<file path="config.mk">
export PLATFORM = sky130hd
export DESIGN_NAME = regfile_write_arbiter
export DESIGN_NICKNAME = d
export VERILOG_FILES = /design/src/rtl/regfile_write_arbiter_pkg.sv /design/src/rtl/regfile_write_arbiter_sync_fifo.sv /design/src/rtl/regfile_write_arbiter.sv
export SDC_FILE = /design/constraint.sdc
export NUM_CORES = 1
export LEC_CHECK = 0
export CORE_MARGIN = 2
export CORE_UTILIZATION = 35
export CTS_CLUSTER_DIAMETER = 50
export DETAILED_ROUTE_END_ITERATION = 7
export HOLD_SLACK_MARGIN = 0.12
export PLACE_DENSITY = 0.67
export SLEW_MARGIN = 10
export SYNTH_ARGS = -nofsm -noshare
export SYNTH_HDL_FRONTEND = slang
export SYNTH_SLANG_ARGS = --single-unit
</file>
<file path="constraint.sdc">
create_clock -name Clk -period 6.32 [get_ports Clk]
set_clock_uncertainty 0.15 [all_clocks]
set_input_delay 1.264 -clock Clk [delete_from_list [all_inputs] [get_ports Clk]]
set_output_delay 1.264 -clock Clk [all_outputs]
set_load 0.02 [all_outputs]
</file>
<file path="src/rtl/regfile_write_arbiter_pkg.sv">
// Shared constants and record types for the register-file write arbiter.
// Default widths here match the integer register file of the core.
package regfile_write_arbiter_pkg;

    localparam int DATA_WIDTH    = 32;
    localparam int ADDRESS_WIDTH = 5;
    localparam int REG_ZERO      = 0;

    // One register-file write: destination and data.
    typedef struct packed {
        logic [ADDRESS_WIDTH-1:0] rw;
        logic [DATA_WIDTH-1:0]    busw;
    } reg_wr_t;

endpackage

</file>
<file path="src/rtl/regfile_write_arbiter_sync_fifo.sv">
// Small synchronous FIFO with occupancy count.
// Push on full and pop on empty are ignored.
module sync_fifo #(
    parameter int WIDTH = 37,
    parameter int DEPTH = 2
) (
    input  logic                     Clk,
    input  logic                     Rst,
    input  logic                     i_push,
    input  logic [WIDTH-1:0]         i_wdata,
    input  logic                     i_pop,
    output logic [WIDTH-1:0]         o_rdata,
    output logic [$clog2(DEPTH):0]   o_count,
    output logic                     o_full,
    output logic                     o_empty
);

    localparam int PTR_W = $clog2(DEPTH);
    localparam int CNT_W = PTR_W + 1;

    logic [WIDTH-1:0] r_mem [DEPTH];
    logic [PTR_W-1:0] r_wptr;
    logic [PTR_W-1:0] r_rptr;
    logic [CNT_W-1:0] r_count;
    logic             w_do_push;
    logic             w_do_pop;

    assign o_full    = (r_count == CNT_W'(DEPTH));
    assign o_empty   = (r_count == '0);
    assign o_count   = r_count;
    assign o_rdata   = r_mem[r_rptr];
    assign w_do_push = i_push && !o_full;
    assign w_do_pop  = i_pop && !o_empty;

    // NOTE: storage is not reset; only pointers and count define validity,
    // so clearing the array would add reset fan-out for no functional gain.
    always_ff @(posedge Clk) begin
        if (w_do_push) begin
            r_mem[r_wptr] <= i_wdata;
        end
    end

    always_ff @(posedge Clk) begin
        if (Rst) begin
            r_wptr  <= '0;
            r_rptr  <= '0;
            r_count <= '0;
        end else begin
            if (w_do_push) begin
                r_wptr <= r_wptr + PTR_W'(1);
            end
            if (w_do_pop) begin
                r_rptr <= r_rptr + PTR_W'(1);
            end
            case ({w_do_push, w_do_pop})
                2'b10:   r_count <= r_count + CNT_W'(1);
                2'b01:   r_count <= r_count - CNT_W'(1);
                default: r_count <= r_count;
            endcase
        end
    end

endmodule

</file>
<file path="src/rtl/regfile_write_arbiter.sv">
// Shares the register-file write port between writeback and a buffered
// long-latency result stream; tracks outstanding destinations for hazards.
module regfile_write_arbiter #(
    parameter int DATA_WIDTH    = regfile_write_arbiter_pkg::DATA_WIDTH,
    parameter int ADDRESS_WIDTH = regfile_write_arbiter_pkg::ADDRESS_WIDTH,
    parameter int FIFO_DEPTH    = 2,
    parameter int STARVE_LIMIT  = 4
) (
    input  logic                          Clk,
    input  logic                          Rst,
    input  logic                          WbRegWr,
    input  logic [ADDRESS_WIDTH-1:0]      WbRW,
    input  logic [DATA_WIDTH-1:0]         WbBusW,
    input  logic                          LlValid,
    input  logic [ADDRESS_WIDTH-1:0]      LlRW,
    input  logic [DATA_WIDTH-1:0]         LlBusW,
    output logic                          LlReady,
    input  logic                          IssueValid,
    input  logic [ADDRESS_WIDTH-1:0]      IssueRW,
    input  logic [ADDRESS_WIDTH-1:0]      RA,
    input  logic [ADDRESS_WIDTH-1:0]      RB,
    output logic                          BusyA,
    output logic                          BusyB,
    output logic                          PipeStall,
    output logic                          RegWr,
    output logic [ADDRESS_WIDTH-1:0]      RW,
    output logic [DATA_WIDTH-1:0]         BusW,
    output logic [$clog2(FIFO_DEPTH):0]   FifoCount
);

    import regfile_write_arbiter_pkg::REG_ZERO;

    localparam int REC_W = ADDRESS_WIDTH + DATA_WIDTH;
    localparam int NREG  = 2 ** ADDRESS_WIDTH;
    localparam int STV_W = $clog2(STARVE_LIMIT + 1);
    localparam logic [ADDRESS_WIDTH-1:0] ZERO_RW = ADDRESS_WIDTH'(REG_ZERO);

    logic                     w_wb_go;
    logic                     w_push;
    logic                     w_pop;
    logic                     w_fifo_full;
    logic                     w_fifo_empty;
    logic [REC_W-1:0]         w_head;
    logic [ADDRESS_WIDTH-1:0] w_head_rw;
    logic [DATA_WIDTH-1:0]    w_head_busw;
    logic [NREG-1:0]          w_busy_nxt;
    logic [NREG-1:0]          r_busy;
    logic [STV_W-1:0]         r_starve;

    assign w_wb_go = WbRegWr && (WbRW != ZERO_RW);

    // Ready looks only at registered occupancy, never at this cycle's pop.
    assign LlReady = !w_fifo_full && !Rst;

    // Results aimed at the zero register are accepted and dropped.
    assign w_push = LlValid && LlReady && (LlRW != ZERO_RW);
    assign w_pop  = !Rst && !w_wb_go && !w_fifo_empty;

    assign {w_head_rw, w_head_busw} = w_head;

    sync_fifo #(
        .WIDTH (REC_W),
        .DEPTH (FIFO_DEPTH)
    ) u_fifo (
        .Clk     (Clk),
        .Rst     (Rst),
        .i_push  (w_push),
        .i_wdata ({LlRW, LlBusW}),
        .i_pop   (w_pop),
        .o_rdata (w_head),
        .o_count (FifoCount),
        .o_full  (w_fifo_full),
        .o_empty (w_fifo_empty)
    );

    // NOTE: every output of a combinational block gets a default first so no
    // path leaves it unassigned and a latch is never inferred.
    always_comb begin
        RegWr = 1'b0;
        RW    = WbRW;
        BusW  = WbBusW;
        if (!Rst) begin
            if (w_wb_go) begin
                RegWr = 1'b1;
            end else if (!w_fifo_empty) begin
                RegWr = 1'b1;
                RW    = w_head_rw;
                BusW  = w_head_busw;
            end
        end
    end

    // Counts writeback-blocked cycles while results wait in the buffer.
    always_ff @(posedge Clk) begin
        if (Rst) begin
            r_starve <= '0;
        end else if (w_pop || w_fifo_empty) begin
            r_starve <= '0;
        end else if (w_wb_go && (r_starve != STV_W'(STARVE_LIMIT))) begin
            r_starve <= r_starve + STV_W'(1);
        end
    end

    assign PipeStall = !Rst && (r_starve == STV_W'(STARVE_LIMIT));

    // Clear applied before set, so an issue to the draining register wins.
    always_comb begin
        w_busy_nxt = r_busy;
        if (w_pop) begin
            w_busy_nxt[w_head_rw] = 1'b0;
        end
        if (IssueValid && (IssueRW != ZERO_RW)) begin
            w_busy_nxt[IssueRW] = 1'b1;
        end
        w_busy_nxt[0] = 1'b0;
    end

    always_ff @(posedge Clk) begin
        if (Rst) begin
            r_busy <= '0;
        end else begin
            r_busy <= w_busy_nxt;
        end
    end

    assign BusyA = !Rst && r_busy[RA];
    assign BusyB = !Rst && r_busy[RB];

endmodule
</file>
==> impl_metrics.tcl <==
set metrics [dict create \
    status "finished clean" \
    grt_max_degree 77 \
    critPathMaxStageDelay_ns 0.66 \
    final_cell_mix "clkdlybuf4s50_1 (137), nand2_1 (83), edfxtp_1 (74)" \
    port_buffers 137 \
    cts_tree "built" \
    rows 45 \
    critical-path-top-delay-family "buffers and inverters" \
    cp-start-kind "input port" \
    vias 4294 \
    power_frac_clock_pct 44.7 \
    cts_hold_buf 0 \
    finalCriticalPeriod_ns 5.25 \
    detail_route.vias_per_cell 5.24 \
    crit_chain "clkdlybuf4s50_1 -> or4_4 -> o21ai_4 -> nand2_4 -> o21ai_0 -> clkdlybuf4s50_1" \
    drt-initial-drc-count 212 \
    pwr-share-seq_pct 39.4 \
    ys.flop_type "edfxtp_1" \
    setup_tns_ns 0 \
    gr-usage-all-layers_pct 16.9 \
    mostFrequentLayoutCell "clkdlybuf4s50_1" \
    drc 0 \
    min_period_over_period_pct 83.1 \
    worst_slew_pin_slew_ns 1.11 \
    grt_overflow 0 \
    synth_edf_count 74 \
    area_delta_synth_final_pct 38.4 \
    fin_nets 716 \
    hold_slack_ns 0.338 \
    antenna_left 0 \
    die_x_um 128 \
    p_leak_nw 2.55 \
    ys_warn_count 0 \
    crit_arrival_ns 3.84 \
    drive_gt1_share_pct 8.39 \
    drv_cap 0 \
    ys_types 48 \
    crit_path_max_fanout 76 \
    yosysTopAreaCell "edfxtp_1" \
    setup_viol 0 \
    required_ns 4.91 \
    rsz0062_at_grt "false" \
    hold_viol_final 0 \
    power.switching_mw 0.530 \
    p_int_mw 1.59 \
    cts-buffers-inserted 17 \
    synth_top_area_share_pct 41.0 \
    clk_path_buf_depth 2 \
    die_area_mm2 0.0165 \
    p_comb_share_pct 15.9 \
    path_clk_slew_ns 0.05 \
    synth_area_mm2 0.00541 \
    async_reset_ff_share_pct 0 \
    postCtsSetupBuffers 0 \
    cts-root-buf "clkbuf_16" \
    die_y_um 128 \
    placed_cell_area_mm2 0.00690 \
    dp_hpwl_um 9880 \
    fillers 1333 \
    switching_share_pct 25.0 \
    design.core.area_mm2 0.0151 \
    crit_top_cell "clkdlybuf4s50_1" \
    clock_sinks 113 \
    htree_levels 4 \
    ys_ff_latch 113 \
    grt_pass1_vias 4420 \
    antenna_cells 0 \
    power_mw 2.12 \
    io_pins 138 \
    cts_resized 0 \
    routedWlPerCell_um 16.9 \
    fmaxAchievable_mhz 190 \
    seq_area_frac_synth_pct 55.5 \
    grt_pass1_wl_um 21800 \
    place_congestion 0.814 \
    crit_buf_inv 2 \
    slowest_stage "clkdlybuf4s50_1" \
    synthCells 489 \
    drv_slew 0 \
    power_density_mw_per_mm2 284 \
    endpoint_kind "output pin" \
    clock_latency_ns 0.40 \
    syn-num-nets 586 \
    initial_core_util_pct 35.7 \
    worstSetupPathType "in2out" \
    hold_path_class "reg2reg" \
    antenna_found_initial 0 \
    ys_top_cells_by_area "edfxtp_1 (41%), dfxtp_1 (14%), mux2i_1 (8.1%)" \
    wl_um 13800 \
    ir_drop_mv 0.175 \
    firstDrtPassIters 4 \
    max_slew_margin_pct 25.9 \
    final_core_util_pct 49.5 \
    final_area_mm2 0.00749 \
    syn_avg_cell_area_um2 11.1 \
]
==> cell usage after synthesis (2+ instances only) <==
library cell,n
buf_2,13
a32oi_1,2
buf_4,2
a311oi_1,4
nand3b_1,3
xnor2_1,3
buf_1,3
o21ai_0,37
o21ai_1,2
ha_1,3
nor2b_1,8
mux2i_1,44
edfxtp_1,74
inv_1,10
nand3_1,3
nand2_1,83
nor2_1,30
o31ai_1,28
buf_6,4
nand2b_1,8
mux2_2,3
nor3_1,3
a21oi_1,39
clkbuf_1,7
xor2_1,2
mux4_2,11
dfxtp_1,39
==> power by group through the flow <==
stage	registers, mW	logic [mW]	clock network [mW]
after CTS	0.836	0.341	0.961
after global routing	0.840	0.365	0.994
after floorplan	0.846	0.187	0
after global placement	0.849	0.333	0
final	0.837	0.338	0.950
after detailed placement	0.851	0.339	0
==> tightest hold or removal path: cells and delay by family (launching register included) <==
family	cells	cell delay [ns]
compound gates	2	0.12
flops	1	0.32
==> layout make-up <==
| cell class | count | area, µm² | area share, % |
|---|---|---|---|
| Clock buffer | 18 | 429 | 5.73 |
| Clock inverter | 14 | 165 | 2.20 |
| Inverter | 10 | 37.5 | 0.501 |
| Multi-Input combinational cell | 337 | 2230 | 29.7 |
| Sequential cell | 113 | 3000 | 40.1 |
| Tap cell | 188 | 235 | 3.14 |
| Timing Repair Buffer | 140 | 1390 | 18.6 |
==> metrics by stage <==
step / instances / setup WS (ns)
final: 820 / 1.07
after global routing: 820 / 0.903
after CTS: 820 / 1.05
after detailed placement: 788 / 1.07
after global placement: 788 / 1.15
after floorplan: 489 / 1.81
==> flip-flops by register name, summed over array words and instances, names as in the netlist, named ones only <==
register and flops:
u_fifo.r_wptr 1, r_starve 3, u_fifo.r_rptr 1, u_fifo.r_mem 74, u_fifo.o_count 2, r_busy 31
==> metal layers <==
layer / vias up / wire (µm) / track usage, %
li1: 2068 / - / -
met1: 2046 / 5800 / 20.2
met2: 168 / 6810 / 29.0
met3: 12 / 1080 / 5.61
met4: 0 / 129 / 5.11
met5: - / 0 / 0
==> path summary, 6_finish.rpt <==
kind                startpoint                 end  slack [ns]  cells past startpoint
max                    WbRW[2]             BusW[3]        1.07                      6
min                  r_busy[9]           r_busy[9]        0.34                      2
max reg2reg  u_fifo.o_count[0]  u_fifo.r_mem[0][4]        3.83                      4
min reg2reg          r_busy[9]           r_busy[9]        0.34                      2
==> logic make-up (layout without fill, tap and decap cells) <==
| family | count (synthesis) | count (layout) | synth area share, % |
|---|---|---|---|
| AND/OR/NAND/NOR | 146 | 146 | 11.8 |
| AO/OA/AOI/OAI | 125 | 125 | 14.2 |
| flip-flops | 113 | 113 | 55.5 |
| multiplexers | 58 | 58 | 13.3 |
| buffers and inverters | 39 | 182 | 3.70 |
| XOR/XNOR | 5 | 5 | 0.809 |
| adder cells (fa/ha/maj) | 3 | 3 | 0.693 |
Note: power is estimated with default switching activity, not from simulation.
